### src/rtl/rr_mux_pkg.sv
`default_nettype none
// ============================================================================
//  Module      : rr_mux_pkg
//  Description : Shared defaults and helpers for the round-robin 16-to-1
//                collector (rr_mux_16to1) and its arbiter (rr_arbiter).
//                DATA_W : per-channel data width
//                N_SRC  : number of source channels (power of two, 2..16)
//                SEL_W  : log2(N_SRC), width of a source index
//                onehot_to_idx() : one-hot grant vector -> binary index
//  Revision    : 1.0 - initial release
// ============================================================================
package rr_mux_pkg;

    localparam int DATA_W = 16;
    localparam int N_SRC  = 16;
    localparam int SEL_W  = 4;

    // OR-reduction encoder: for a true one-hot input only one index
    // contributes, so no priority chain is needed.
    function automatic logic [SEL_W-1:0] onehot_to_idx(input logic [N_SRC-1:0] oh);
        logic [SEL_W-1:0] idx;
        idx = '0;
        for (int i = 0; i < N_SRC; i++) begin
            if (oh[i]) begin
                idx = idx | i[SEL_W-1:0];
            end
        end
        return idx;
    endfunction

endpackage : rr_mux_pkg
`default_nettype wire

### src/rtl/rr_arbiter.sv
`default_nettype none
// ============================================================================
//  Module      : rr_arbiter
//  Description : Combinational round-robin arbiter. Searches req upwards
//                from index ptr, wrapping N_SRC-1 -> 0, and grants the first
//                requester found.
//  Ports       : req     [N_SRC] in  - request vector
//                ptr     [SEL_W] in  - highest-priority index this cycle
//                en              in  - grant enable (no grant when low)
//                gnt     [N_SRC] out - one-hot grant (zero when !en or !any)
//                gnt_idx [SEL_W] out - binary index of gnt
//                any             out - at least one request present
//  Revision    : 1.0 - initial release
// ============================================================================
module rr_arbiter #(
    parameter int N_SRC = rr_mux_pkg::N_SRC,
    parameter int SEL_W = rr_mux_pkg::SEL_W
) (
    input  logic [N_SRC-1:0] req,
    input  logic [SEL_W-1:0] ptr,
    input  logic             en,
    output logic [N_SRC-1:0] gnt,
    output logic [SEL_W-1:0] gnt_idx,
    output logic             any
);
    import rr_mux_pkg::*;

    localparam int c_DBL_W = 2 * N_SRC;

    logic [N_SRC-1:0]                w_masked;
    logic [c_DBL_W-1:0]              w_dbl;
    logic [SEL_W-1:0]                w_win;
    logic [N_SRC-1:0]                w_onehot;
    logic [rr_mux_pkg::N_SRC-1:0]    w_onehot_ext;
    logic [rr_mux_pkg::SEL_W-1:0]    w_idx_full;

    // Lower copy keeps only requests at or above ptr; upper copy is the
    // unmasked vector, so a plain lowest-set-bit search over the doubled
    // vector yields the wrap-around round-robin winner.
    for (genvar gi = 0; gi < N_SRC; gi++) begin : g_mask
        assign w_masked[gi] = req[gi] & (SEL_W'(gi) >= ptr);
    end

    assign w_dbl = {req, w_masked};
    assign any   = |req;

    always_comb begin
        w_win = '0;
        // Descending scan so the lowest set bit is the last one written.
        // N_SRC is a power of two, so the low SEL_W bits are the index
        // modulo N_SRC for both copies.
        for (int j = c_DBL_W - 1; j >= 0; j--) begin
            if (w_dbl[j]) begin
                w_win = j[SEL_W-1:0];
            end
        end
    end

    assign w_onehot = (en && any) ? (N_SRC'(1) << w_win) : '0;
    assign gnt      = w_onehot;

    always_comb begin
        w_onehot_ext               = '0;
        w_onehot_ext[N_SRC-1:0]    = w_onehot;
        w_idx_full                 = onehot_to_idx(w_onehot_ext);
    end

    assign gnt_idx = w_idx_full[SEL_W-1:0];

endmodule : rr_arbiter
`default_nettype wire

### src/rtl/rr_mux_16to1.sv
`default_nettype none
// ============================================================================
//  Module      : rr_mux_16to1
//  Description : Round-robin N_SRC-to-1 collector. Each source offers a
//                DATA_W word with valid/ready; one source per cycle is
//                granted and its word lands in a single registered output
//                stage. Full throughput (drain and load on the same edge).
//  Ports       : clk                       in  - rising-edge clock
//                rst_n                     in  - synchronous active-low reset
//                in_valid  [N_SRC]         in  - per-source valid
//                in_data   [N_SRC*DATA_W]  in  - source i at [i*DATA_W +: DATA_W]
//                in_last   [N_SRC]         in  - burst end marker (lock build)
//                in_ready  [N_SRC]         out - one-hot grant
//                out_valid                 out - output register full
//                out_data  [DATA_W]        out - registered word
//                out_src   [SEL_W]         out - source of out_data
//                out_ready                 in  - consumer accept
//  Options     : RR_MUX_BURST_LOCK_EN - adds in_last; a granted source keeps
//                the grant until it delivers a word with in_last set.
//  Revision    : 1.0 - initial release
// ============================================================================
module rr_mux_16to1 #(
    parameter int DATA_W = rr_mux_pkg::DATA_W,
    parameter int N_SRC  = rr_mux_pkg::N_SRC,
    parameter int SEL_W  = rr_mux_pkg::SEL_W
) (
    input  logic                    clk,
    input  logic                    rst_n,
    input  logic [N_SRC-1:0]        in_valid,
    input  logic [N_SRC*DATA_W-1:0] in_data,
`ifdef RR_MUX_BURST_LOCK_EN
    input  logic [N_SRC-1:0]        in_last,
`endif
    output logic [N_SRC-1:0]        in_ready,
    output logic                    out_valid,
    output logic [DATA_W-1:0]       out_data,
    output logic [SEL_W-1:0]        out_src,
    input  logic                    out_ready
);
    import rr_mux_pkg::*;

    // Output stage and round-robin pointer
    logic              r_out_valid_q, w_out_valid_d;
    logic [DATA_W-1:0] r_out_data_q,  w_out_data_d;
    logic [SEL_W-1:0]  r_out_src_q,   w_out_src_d;
    logic [SEL_W-1:0]  r_ptr_q,       w_ptr_d;

    logic              w_can_load;
    logic              w_arb_en;
    logic              w_accept;
    logic              w_last;
    logic              w_any;
    logic [N_SRC-1:0]  w_req;
    logic [N_SRC-1:0]  w_gnt;
    logic [SEL_W-1:0]  w_gnt_idx;

    // The output register may take a new word when empty or when its
    // current word leaves on this same edge.
    assign w_can_load = ~r_out_valid_q | out_ready;
    // rst_n gates the grant so no source sees a handshake during reset.
    assign w_arb_en   = w_can_load & rst_n;
    assign w_accept   = w_any & w_arb_en;

`ifdef RR_MUX_BURST_LOCK_EN
    logic              r_lock_q,     w_lock_d;
    logic [SEL_W-1:0]  r_lock_idx_q, w_lock_idx_d;

    // While locked, only the burst owner may be granted.
    always_comb begin
        w_req = in_valid;
        if (r_lock_q) begin
            w_req = in_valid & (N_SRC'(1) << r_lock_idx_q);
        end
    end

    assign w_last = in_last[w_gnt_idx];

    always_comb begin
        w_lock_d     = r_lock_q;
        w_lock_idx_d = r_lock_idx_q;
        if (w_accept) begin
            w_lock_d     = ~w_last;
            w_lock_idx_d = w_gnt_idx;
        end
    end

    always_ff @(posedge clk) begin
        if (!rst_n) begin
            r_lock_q     <= 1'b0;
            r_lock_idx_q <= '0;
        end else begin
            r_lock_q     <= w_lock_d;
            r_lock_idx_q <= w_lock_idx_d;
        end
    end
`else
    assign w_req  = in_valid;
    // Without bursts every word closes its own transfer.
    assign w_last = 1'b1;
`endif

    rr_arbiter #(
        .N_SRC (N_SRC),
        .SEL_W (SEL_W)
    ) u_arb (
        .req     (w_req),
        .ptr     (r_ptr_q),
        .en      (w_arb_en),
        .gnt     (w_gnt),
        .gnt_idx (w_gnt_idx),
        .any     (w_any)
    );

    assign in_ready = w_gnt;

    always_comb begin
        w_out_valid_d = r_out_valid_q;
        w_out_data_d  = r_out_data_q;
        w_out_src_d   = r_out_src_q;
        w_ptr_d       = r_ptr_q;
        if (w_accept) begin
            w_out_valid_d = 1'b1;
            w_out_data_d  = in_data[w_gnt_idx*DATA_W +: DATA_W];
            w_out_src_d   = w_gnt_idx;
            // Pointer moves past the winner only when its transfer ends;
            // the SEL_W-bit add wraps N_SRC-1 -> 0 on its own.
            if (w_last) begin
                w_ptr_d = w_gnt_idx + SEL_W'(1);
            end
        end else if (out_ready) begin
            // Drain with nothing to refill: data/src keep last values.
            w_out_valid_d = 1'b0;
        end
    end

    always_ff @(posedge clk) begin
        if (!rst_n) begin
            r_out_valid_q <= 1'b0;
            r_out_data_q  <= '0;
            r_out_src_q   <= '0;
            r_ptr_q       <= '0;
        end else begin
            r_out_valid_q <= w_out_valid_d;
            r_out_data_q  <= w_out_data_d;
            r_out_src_q   <= w_out_src_d;
            r_ptr_q       <= w_ptr_d;
        end
    end

    assign out_valid = r_out_valid_q;
    assign out_data  = r_out_data_q;
    assign out_src   = r_out_src_q;

endmodule : rr_mux_16to1
`default_nettype wire

### config.mk
export PLATFORM = sky130hd
export DESIGN_NAME = rr_mux_16to1
export DESIGN_NICKNAME = d
export VERILOG_FILES = /design/src/rtl/rr_mux_pkg.sv /design/src/rtl/rr_arbiter.sv /design/src/rtl/rr_mux_16to1.sv
export SDC_FILE = /design/constraint.sdc
export NUM_CORES = 1
export LEC_CHECK = 0
export BUFFER_PORTS_ARGS = -buffer_cell sky130_fd_sc_hd__buf_2
export CAP_MARGIN = 30
export CORE_AREA = 2 2 121 123
export CTS_BUF_LIST = sky130_fd_sc_hd__clkbuf_16
export CTS_CLUSTER_SIZE = 14
export DETAILED_ROUTE_END_ITERATION = 6
export DIE_AREA = 0 0 123 125
export GPL_TIMING_DRIVEN = 0
export HOLD_SLACK_MARGIN = 0.05
export PLACE_DENSITY_LB_ADDON = 0.3
export SLEW_MARGIN = 40
export SYNTH_ARGS = -nofsm -noshare
export SYNTH_HDL_FRONTEND = slang
export SYNTH_SLANG_ARGS = --single-unit
### constraint.sdc
create_clock -name clk -period 4.5 [get_ports clk]
set_input_delay 0.9 -clock clk [delete_from_list [all_inputs] [get_ports clk]]
set_output_delay 0.9 -clock clk [all_outputs]
set_load 0.1 [all_outputs]
Yosys cells after proc, flatten, opt, wreduce, memory -nomap -nowiden
Index checks and enable logic that the tools add are counted.
Widths: inputs -> output; s select.
{ "op_classes": {"n_addsub": 1, "mul": 0, "n_div": 0, "magnitude_cmp": 16, "eq_ne": 0, "n_shift": 2, "muxes": 50, "n_bitwise": 20, "n_reduce_logical": 3} }
{ "ops": {"columns": ["op", "n"], "rows": [
  ["$shiftx 256x9->16", 1],
  ["$mux 4", 40],
  ["$ge 4x4->1 const A", 8],
  ["$and 1x1->1", 18],
  ["$ge 3x4->1 const A", 4],
  ["$mux 16", 1],
  ["$reduce_or 16->1", 1],
  ["$shl 1x4->16 const A", 1],
  ["$mux 3", 4],
  ["$ge 1x4->1 const A", 2],
  ["$ge 2x4->1 const A", 2],
  ["$add 4x1->4 const B", 1],
  ["$mux 2", 2],
  ["$mux 1", 3],
  ["$reduce_bool 2->1", 1],
  ["$logic_and 1x1->1", 1],
  ["$not 1->1", 1],
  ["$or 1x1->1", 1]
]} }
{ "word_totals": {"reg_bits": 25, "latch_bits": 0, "ram_bits": 0, "mem_bits_ro": 0, "out_inout_bits": 37, "n_memories": 0} }

Longest topological paths before layout
Gate-level depths: netlist of run 1.
{ "logic_depth": {"ltp_word": 50, "ltp_mapped": 15, "depth_no_buf": 11} }

By module
A second synthesis of run 1 with hierarchy kept.
{ "unflattened": {"cells_unflattened": 358, "area_unflattened_um2": 3927.5} }
{ "modules_own_cells": {"columns": ["module", "n_inst", "cells_each", "area_each_um2"], "rows": [
  ["rr_mux_16to1", 1, 216, 2886.5],
  ["rr_arbiter", 1, 142, 1041.0]
]} }

Least setup slack after synthesis of run 1
Ideal clock, no wire load.
{ "synth_path": {"path_type": "input-to-output", "start": "input port in_valid[6]", "end": "output port in_ready[2]", "t_arrival_ns": 4.905, "setup_slack_ns": -1.305, "stages": 10, "cell_sequence": "clkbuf_1 > nor2b_1 > or3b_2 > o311a_1 > o21ai_0 > o31ai_4 > buf_2 > buf_2 > or2_2 > nor3_1"} }
{ "synth_via": {"elab_chain_cells": 25} }
{ "synth_lines": {"columns": ["item", "line_no", "text"], "rows": [
  ["start, declared", "rr_mux_16to1.sv:29", "input logic [N_SRC-1:0] in_valid,"],
  ["$mux 4 (23 in a row)", "rr_arbiter.sv:53", "if (w_dbl[j]) begin"],
  ["$shl 1x4->16", "rr_arbiter.sv:59", "assign w_onehot = (en && any) ? (N_SRC'(1) << w_win) : '0;"],
  ["$mux 16 *", "rr_arbiter.sv:59", null],
  ["end, declared", "rr_mux_16to1.sv:34", "output logic [N_SRC-1:0] in_ready,"]
]} }
Every way passes the cells marked *; elsewhere a longest branch is shown, timed or not.

Final worst setup path of run 1
{ "layout_path": {"start": "input port in_valid[11]", "end": "output port in_ready[9]"} }
{ "layout_via": {"elab_chain_cells": 30} }
{ "layout_lines": {"columns": ["item", "line_no"], "rows": [
  ["$mux 4 (28 in a row)", "rr_arbiter.sv:53"],
  ["$shl 1x4->16", "rr_arbiter.sv:59"],
  ["$mux 16 *", "rr_arbiter.sv:59"]
]} }
Marked as above.

==> insert_results.sql, run 1 <==
INSERT INTO impl_metrics (metric_group, metric, value, unit) VALUES
('status', 'run_status', 'complete, no violations', ''),
('floorplan', 'dieHeight', '125', 'µm'),
('finish', 'layout-drive-gt1-share', '46.9', '%'),
('hold_path', 'min_path_type', 'flip-flop to flip-flop', ''),
('sta', 'final_setup_violations', '0', ''),
('logic_synthesis', 'synth.cell_area', '3970', 'µm²'),
('grt', 'first_global_vias', '5567', ''),
('floorplan', 'ioPinCount', '312', ''),
('floorplan', 'floorplan.die_area', '15400', 'µm²'),
('logic_synthesis', 'ys_async_sr_fraction', '0', '%'),
('drt', 'drtIter0Drc', '408', ''),
('pwr', 'peakVddDrop', '0.145', 'mV'),
('clocking', 'htreeDepth', '1', ''),
('logic_synthesis', 'post_synth.cell_area_avg', '7.02', 'µm²'),
('sta', 'final_min_period_over_clock_period', '98.0', '%'),
('drt', 'wl_met2', '10.5', 'mm'),
('drt', 'drt-vias-per-instance', '5.38', ''),
('critical_path', 'critical_path.max_fanout', '10', ''),
('place', 'hpwlAfterDp', '17.7', 'mm'),
('clocking', 'clkLatencyLatePin', '0.27', 'ns'),
('critical_path', 'critical_path_class', 'input port to output pin', ''),
('finish', 'seqCellArea', '500', 'µm²'),
('critical_path', 'startpoint_type', 'input port', ''),
('grt', 'grt_antenna_before_repair', '3', ''),
('critical_path', 'crit_required', '3.60', 'ns'),
('drt', 'met3_routed_wirelength', '1.68', 'mm'),
('job', 'cap_viol_max_count', '0', ''),
('logic_synthesis', 'synth_enable_flop_cells', '0', ''),
('floorplan', 'num_rows', '44', ''),
('drt', 'routed_wire_length', '21.4', 'mm'),
('place', 'place.gp.congestion', '0.951', ''),
('grt', 'grt_usage', '26.9', '%'),
('sta', 'tmin_final', '4.41', 'ns'),
('clocking', 'clkSinkCount', '25', ''),
('logic_synthesis', 'yosys_most_used_dff', 'sky130_fd_sc_hd__dfxtp_1', ''),
('floorplan', 'floorplan.initialDensity', '28.0', '%'),
('drt', 'detail_route.drc_violations', '0', ''),
('finish', 'final_nets', '1155', ''),
('critical_path', 'worstPathArrival', '3.51', 'ns'),
('drt', 'count_of_vias_placed_by_the_detailed_router', '5727', ''),
('drt', 'routedWlPerCell', '20.1', 'µm'),
('grt', 'grt_remaining_overflow', '0', ''),
('finish', 'fill_cells', '1589', ''),
('grt', 'grt_first_pass_wirelength', '31.4', 'mm'),
('sta', 'max_freq', '227', 'MHz'),
('pwr', 'power-per-cell-area', '355', 'nW/µm²'),
('sta', 'timing.max_slew.rel_slack', '49.3', '%'),
('pwr', 'power_leakage', '3.01', 'nW'),
('drt', 'dr.pass1.iters', '5', ''),
('logic_synthesis', 'synth_cell_type_count', '69', ''),
('sta', 'finalHoldViolations', '0', ''),
('sta', 'fin_skew', '0.00709', 'ns'),
('logic_synthesis', 'synthesis.instances', '566', ''),
('clocking', 'clock_tree_from_tritoncts', 'yes', ''),
('finish', 'flow.area_growth_from_synthesis', '51.6', '%'),
('clocking', 'clk_pin_slew_worst_paths', '0.08', 'ns'),
('sta', 'hold-worst-slack', '0.450', 'ns'),
('drt', 'route.layer.met1.wl', '8.74', 'mm'),
('floorplan', 'core_area', '14200', 'µm²'),
('clocking', 'largest_buffer_count_on_any_clock_path', '2', ''),
('place', 'port_buffers', '308', ''),
('clocking', 'cts_bufs_inserted', '3', ''),
('critical_path', 'endpoint_kind', 'output pin', ''),
('clocking', 'cts.root.buffer_cell', 'sky130_fd_sc_hd__clkbuf_16', ''),
('drt', 'ant_nets', '0', ''),
('grt', 'grt_max_degree', '16', ''),
('logic_synthesis', 'synth_fp_nets', '842', ''),
('clocking', 'cts_hold_buffers', '0', ''),
('finish', 'multiInputGateArea', '3290', 'µm²'),
('logic_synthesis', 'synth-seq-cells', '25', ''),
('drt', 'top_layer_used', 'met4', ''),
('logic_synthesis', 'synth-seq-area-share', '12.6', '%'),
('sta', 'timing.setup.tns', '0', 'ns'),
('logic_synthesis', 'synth-warning-count', '0', ''),
('floorplan', 'die-width', '123', 'µm'),
('sta', 'tightestPinTransition', '0.760', 'ns'),
('sta', 'final_slew_violations', '0', '');
[path summary, 6_finish.rpt]
kind                              startpoint            to  slack [ns]  depth (start not counted)
worst max-delay path            in_valid[11]   in_ready[9]        0.09                         11
worst min-delay path              out_src[0]    out_src[0]        0.45                          2
worst max register to register    r_ptr_q[2]  out_data[15]        1.07                         12
worst min register to register    out_src[0]    out_src[0]        0.45                          2
[layout by cell type (no fill, tap or decap), types with 13 or more instances in the layout]
| master | instances |
|---|---|
| sky130_fd_sc_hd__dfxtp_1 | 25 |
| sky130_fd_sc_hd__or2_2 | 13 |
| sky130_fd_sc_hd__buf_2 | 308 |
| sky130_fd_sc_hd__nand2_1 | 115 |
| sky130_fd_sc_hd__o21ai_0 | 20 |
| sky130_fd_sc_hd__buf_4 | 21 |
| sky130_fd_sc_hd__a32o_1 | 25 |
| sky130_fd_sc_hd__nor2_1 | 52 |
| sky130_fd_sc_hd__mux2i_1 | 55 |
| sky130_fd_sc_hd__nand3_1 | 14 |
| sky130_fd_sc_hd__a21oi_1 | 26 |
[stage by stage]
stage          total power [mW]  utilization, %  std cells  setup WS, ns  cell area [µm²]
2_1_floorplan              1.45               -        566        -0.293             4070
3_3_place_gp               1.89            41.1       1058        -0.367             5840
3_5_place_dp               1.89            41.1       1058        -0.355             5840
4_1_cts                    2.13            42.2       1063       0.00586             5990
5_1_grt                    2.26            42.4       1065       -0.0117             6020
6_report                   2.14            42.4       1065        0.0897             6020
[cell type report]
type                            instances  share of cell area (%)
Antenna cell                            3                   0.125
Buffer                                 43                    4.63
Tap cell                              184                    3.82
Timing Repair Buffer                  309                    26.7
Sequential cell                        25                    8.31
Clock buffer                            3                    1.25
Inverter                                7                   0.436
Multi-Input combinational cell        490                    54.6
Clock inverter                          1                   0.125
[kinds of logic after synthesis]
kind of cell,after synthesis,share of synthesized area [%]
simple gates,265,30.2
compound gates,167,34.8
mux,56,14.1
buf+inv,51,7.69
flops,25,12.6
xor+xnor,1,0.221
fa+ha+maj,1,0.315
[where the power goes]
part           internal [mW]  switching, mW
clock                  0.121          0.101
sequential             0.280         0.0385
combinational          0.485           1.11
[cell usage after synthesis (3+ instances only)]
master,instances,area (µm²)
sky130_fd_sc_hd__dfxtp_1,25,500
sky130_fd_sc_hd__nor4_1,4,25.0
sky130_fd_sc_hd__clkbuf_1,11,41.3
sky130_fd_sc_hd__o32a_1,11,110
sky130_fd_sc_hd__o21ai_0,21,105
sky130_fd_sc_hd__a32oi_1,6,52.6
sky130_fd_sc_hd__or3_1,3,18.8
sky130_fd_sc_hd__a21o_1,3,22.5
sky130_fd_sc_hd__o22ai_1,10,62.6
sky130_fd_sc_hd__a32o_1,25,250
sky130_fd_sc_hd__nand2b_1,3,18.8
sky130_fd_sc_hd__and3_1,6,37.5
sky130_fd_sc_hd__o221ai_1,7,61.3
sky130_fd_sc_hd__a31oi_1,3,18.8
sky130_fd_sc_hd__o21ai_1,3,15.0
sky130_fd_sc_hd__buf_2,13,65.1
sky130_fd_sc_hd__nor2b_1,10,62.6
sky130_fd_sc_hd__nor2_1,60,225
sky130_fd_sc_hd__o32ai_1,5,43.8
sky130_fd_sc_hd__nand2_1,117,439
sky130_fd_sc_hd__buf_6,6,67.6
sky130_fd_sc_hd__or2_2,14,87.6
sky130_fd_sc_hd__o21a_1,4,30.0
sky130_fd_sc_hd__mux2i_1,55,551
sky130_fd_sc_hd__buf_4,14,105
sky130_fd_sc_hd__nand3_1,14,70.1
sky130_fd_sc_hd__o211ai_1,4,30.0
sky130_fd_sc_hd__a21boi_0,3,22.5
sky130_fd_sc_hd__a221oi_2,10,150
sky130_fd_sc_hd__a21oi_1,26,130
sky130_fd_sc_hd__nor3_1,18,90.1
sky130_fd_sc_hd__inv_1,5,18.8
[sequential cells by signal, indices dropped and copies added (netlist names)]
signal     cells
out_data      16
out_src        4
out_valid      1
r_ptr_q        4
[metal layers]
metal | track usage, % | vias up
met5 | 0 | -
met4 | 6.75 | 0
met3 | 5.89 | 37
met2 | 46.4 | 273
met1 | 33.8 | 2675
li1 | - | 2742
[worst max-delay path: stages]
cell and delay [ns]:
sky130_fd_sc_hd__buf_2 0.15, sky130_fd_sc_hd__inv_1 0.07, sky130_fd_sc_hd__a311oi_1 0.36, sky130_fd_sc_hd__or3b_1 0.22
sky130_fd_sc_hd__a211oi_4 0.07, sky130_fd_sc_hd__o31ai_4 0.29, sky130_fd_sc_hd__buf_2 0.32, sky130_fd_sc_hd__clkbuf_4 0.33
sky130_fd_sc_hd__nand2_1 0.22, sky130_fd_sc_hd__nor2_2 0.14, sky130_fd_sc_hd__buf_2 0.42
[timing repair]
item / in CTS / in global routing
pin swaps: 2 / 1
setup endpoints to repair: 13 / 16
gates resized for setup: 17 / 13
buffers inserted: 1 / 0
(Power assumes the default switching activity.)
==> run 2: changes to the inputs <==
--- a/config.mk
+++ b/config.mk
@@ -15,6 +15,7 @@
 export GPL_TIMING_DRIVEN = 0
 export HOLD_SLACK_MARGIN = 0.05
 export PLACE_DENSITY_LB_ADDON = 0.3
+export RECOVER_POWER = 25
 export SLEW_MARGIN = 40
 export SYNTH_ARGS = -nofsm -noshare
 export SYNTH_HDL_FRONTEND = slang
==> run 2 against run 1 <==
Against the previous run: routed wire length is 0.19% higher; clock skew is 0.0041 ns higher; highest routed layer unchanged; combinational power hardly changed; critical path type unchanged; register-to-register slack hardly changed; non-clock buffer count stayed put; sequential share of layout area hardly changed; fmax hardly changed.
==> insert_results.sql, run 2 (same netlist as run 1, synthesis figures left out) <==
INSERT INTO impl_metrics (metric_group, metric, value, unit) VALUES
('hold_path', 'hold-path-cell-count', '2', ''),
('floorplan', 'floorplan.die_area', '15400', 'µm²'),
('critical_path', 'crit-reg2reg-launch', 'r_ptr_q[2]', ''),
('sta', 'finalHoldViolations', '0', ''),
('pwr', 'power.combinational.fraction', '74.4', '%'),
('sta', 'final_slew_violations', '0', ''),
('pwr', 'p_sw_share', '59.0', '%'),
('critical_path', 'critical_path.max_fanout', '10', ''),
('drt', 'dr.pass1.iters', '6', ''),
('finish', 'largest_register_ff_count', '16', ''),
('critical_path', 'worstPathArrival', '3.51', 'ns'),
('drt', 'met3_routed_wirelength', '1.62', 'mm'),
('clocking', 'clock_tree_from_tritoncts', 'yes', ''),
('clocking', 'clk_pin_slew_worst_paths', '0.08', 'ns'),
('drt', 'routed_wire_length', '21.4', 'mm'),
('floorplan', 'dieHeight', '125', 'µm'),
('grt', 'grt_first_pass_wirelength', '31.4', 'mm'),
('finish', 'flow.area_growth_from_synthesis', '51.2', '%'),
('place', 'hpwlAfterDp', '17.7', 'mm'),
('grt', 'grt_remaining_overflow', '0', ''),
('clocking', 'largest_buffer_count_on_any_clock_path', '2', ''),
('drt', 'ant_nets', '0', ''),
('drt', 'route.layer.met1.wl', '8.79', 'mm'),
('pwr', 'power.share.clock', '10.6', '%'),
('floorplan', 'core_area', '14200', 'µm²'),
('place', 'preCtsSetupSlack', '-0.355', 'ns'),
('floorplan', 'num_rows', '44', ''),
('sta', 'max_freq', '227', 'MHz'),
('drt', 'drtIter0Drc', '361', ''),
('place', 'place.gp.congestion', '0.951', ''),
('hold_path', 'min_path_type', 'flip-flop to flip-flop', ''),
('grt', 'grt_antenna_before_repair', '3', ''),
('sta', 'final_min_period_over_clock_period', '98.0', '%'),
('clocking', 'clkLatencyLatePin', '0.28', 'ns'),
('drt', 'routedWlPerCell', '20.1', 'µm'),
('pwr', 'power-per-cell-area', '356', 'nW/µm²'),
('critical_path', 'endpoint_kind', 'output pin', ''),
('finish', 'final_cell_count_no_fill', '1065', ''),
('clocking', 'clkSinkCount', '25', ''),
('pwr', 'power_leakage', '2.95', 'nW'),
('finish', 'final_nets', '1155', ''),
('grt', 'grt_max_degree', '16', ''),
('floorplan', 'floorplan.initialDensity', '28.0', '%'),
('grt', 'grt_usage', '26.9', '%'),
('floorplan', 'ioPinCount', '312', ''),
('critical_path', 'critical_path_class', 'input port to output pin', ''),
('sta', 'setup_slack', '0.0890', 'ns'),
('finish', 'fill_cells', '1591', ''),
('place', 'dpl.cell_count', '1058', ''),
('sta', 'tmin_final', '4.41', 'ns'),
('floorplan', 'die-width', '123', 'µm'),
('sta', 'timing.max_slew.rel_slack', '16.2', '%'),
('drt', 'wl_met2', '10.6', 'mm'),
('drt', 'count_of_vias_placed_by_the_detailed_router', '5713', ''),
('drt', 'drt-vias-per-instance', '5.36', ''),
('sta', 'final_setup_violations', '0', ''),
('pwr', 'peakVddDrop', '0.145', 'mV'),
('clocking', 'cts_bufs_inserted', '3', ''),
('sta', 'hold-worst-slack', '0.453', 'ns'),
('drt', 'detail_route.drc_violations', '0', ''),
('job', 'cap_viol_max_count', '0', ''),
('status', 'run_status', 'complete, no violations', ''),
('critical_path', 'reg2regPathDepth', '12', ''),
('clocking', 'cts.root.buffer_cell', 'sky130_fd_sc_hd__clkbuf_16', ''),
('finish', 'layout_commonest_cell', 'sky130_fd_sc_hd__buf_2', ''),
('critical_path', 'worst_setup_path_startpoint', 'in_valid[11]', ''),
('critical_path', 'startpoint_type', 'input port', ''),
('grt', 'first_global_vias', '5567', ''),
('finish', 'mostFrequentLayoutCells', '293 x sky130_fd_sc_hd__buf_2, 115 x sky130_fd_sc_hd__nand2_1, 55 x sky130_fd_sc_hd__mux2i_1, 52 x sky130_fd_sc_hd__nor2_1, 26 x sky130_fd_sc_hd__a21oi_1', ''),
('hold_path', 'worst_hold_startpoint', 'out_src[0]', ''),
('pwr', 'cellInternalPower', '0.876', 'mW'),
('critical_path', 'crit_required', '3.60', 'ns'),
('clocking', 'htreeDepth', '1', ''),
('place', 'port_buffers', '308', ''),
('sta', 'tightestPinTransition', '1.26', 'ns'),
('sta', 'fin_skew', '0.0112', 'ns'),
('drt', 'top_layer_used', 'met4', ''),
('pwr', 'seqPwrFrac', '15.0', '%'),
('pwr', 'net-switching-power', '1.26', 'mW'),
('finish', 'layout-drive-gt1-share', '45.2', '%');
-- run 2: cell count changes in the layout (fill, tap and decap cells not counted), sizes merged --
| cell | before | now |
|---|---|---|
| clkbuf | 15 | 30 |
| buf | 340 | 325 |
-- run 2: power groups by stage --
stage | Combinational (mW) | Clock (mW) | Sequential, mW
5_1_grt | 1.69 | 0.235 | 0.325
4_1_cts | 1.59 | 0.227 | 0.317
3_5_place_dp | 1.57 | 0 | 0.322
2_1_floorplan | 0.763 | 0 | 0.689
6_report | 1.59 | 0.227 | 0.319
3_3_place_gp | 1.57 | 0 | 0.321
-- run 2: layer usage --
layer | vias up | track usage, %
met5 | - | 0
met4 | 0 | 6.75
met3 | 33 | 5.89
met2 | 263 | 46.4
met1 | 2671 | 33.8
li1 | 2746 | -
-- run 2: worst paths after layout --
path | to | slack (ns)
setup / recovery | in_ready[9] | 0.09
hold / removal | out_src[0] | 0.45
setup reg to reg | out_data[15] | 1.07
hold reg to reg | out_src[0] | 0.45
-- run 2: metrics by stage --
| stage | setup TNS (ns) | instance area (µm²) | util (%) | power [mW] |
|---|---|---|---|---|
| 6_report | 0 | 6000 | 42.3 | 2.13 |
| 5_1_grt | -0.0215 | 6000 | 42.3 | 2.25 |
| 4_1_cts | 0 | 5990 | 42.2 | 2.13 |
| 3_5_place_dp | -3.02 | 5840 | 41.1 | 1.89 |
| 3_3_place_gp | -3.92 | 5840 | 41.1 | 1.89 |
| 2_1_floorplan | -0.779 | 4070 | - | 1.45 |
-- run 2: layout make-up --
| type | count | area (µm²) | share of cell area [%] |
|---|---|---|---|
| antenna | 3 | 7.51 | 0.125 |
| buffer | 43 | 279 | 4.65 |
| clock buffer | 3 | 75.1 | 1.25 |
| clock inverter | 1 | 7.51 | 0.125 |
| inverter | 7 | 26.3 | 0.438 |
| multi-input combinational | 490 | 3290 | 54.7 |
| sequential | 25 | 500 | 8.34 |
| tap | 184 | 230 | 3.83 |
| timing repair buffer | 309 | 1590 | 26.5 |
-- run 2: timing repair --
item,CTS,global route
hold buffers,0,0
pin swaps,2,1
endpoints found under the setup margin,13,16
gates resized for setup,17,13
setup buffers,1,0
cloned,0,0
-- run 2: worst max-delay path, stage by stage --
cell and delay (ns):
sky130_fd_sc_hd__buf_2 0.15, sky130_fd_sc_hd__inv_1 0.07, sky130_fd_sc_hd__a311oi_1 0.36, sky130_fd_sc_hd__or3b_1 0.22, sky130_fd_sc_hd__a211oi_4 0.07, sky130_fd_sc_hd__o31ai_4 0.28, sky130_fd_sc_hd__buf_2 0.32, sky130_fd_sc_hd__clkbuf_4 0.33
sky130_fd_sc_hd__nand2_1 0.22, sky130_fd_sc_hd__nor2_2 0.14, sky130_fd_sc_hd__buf_2 0.42
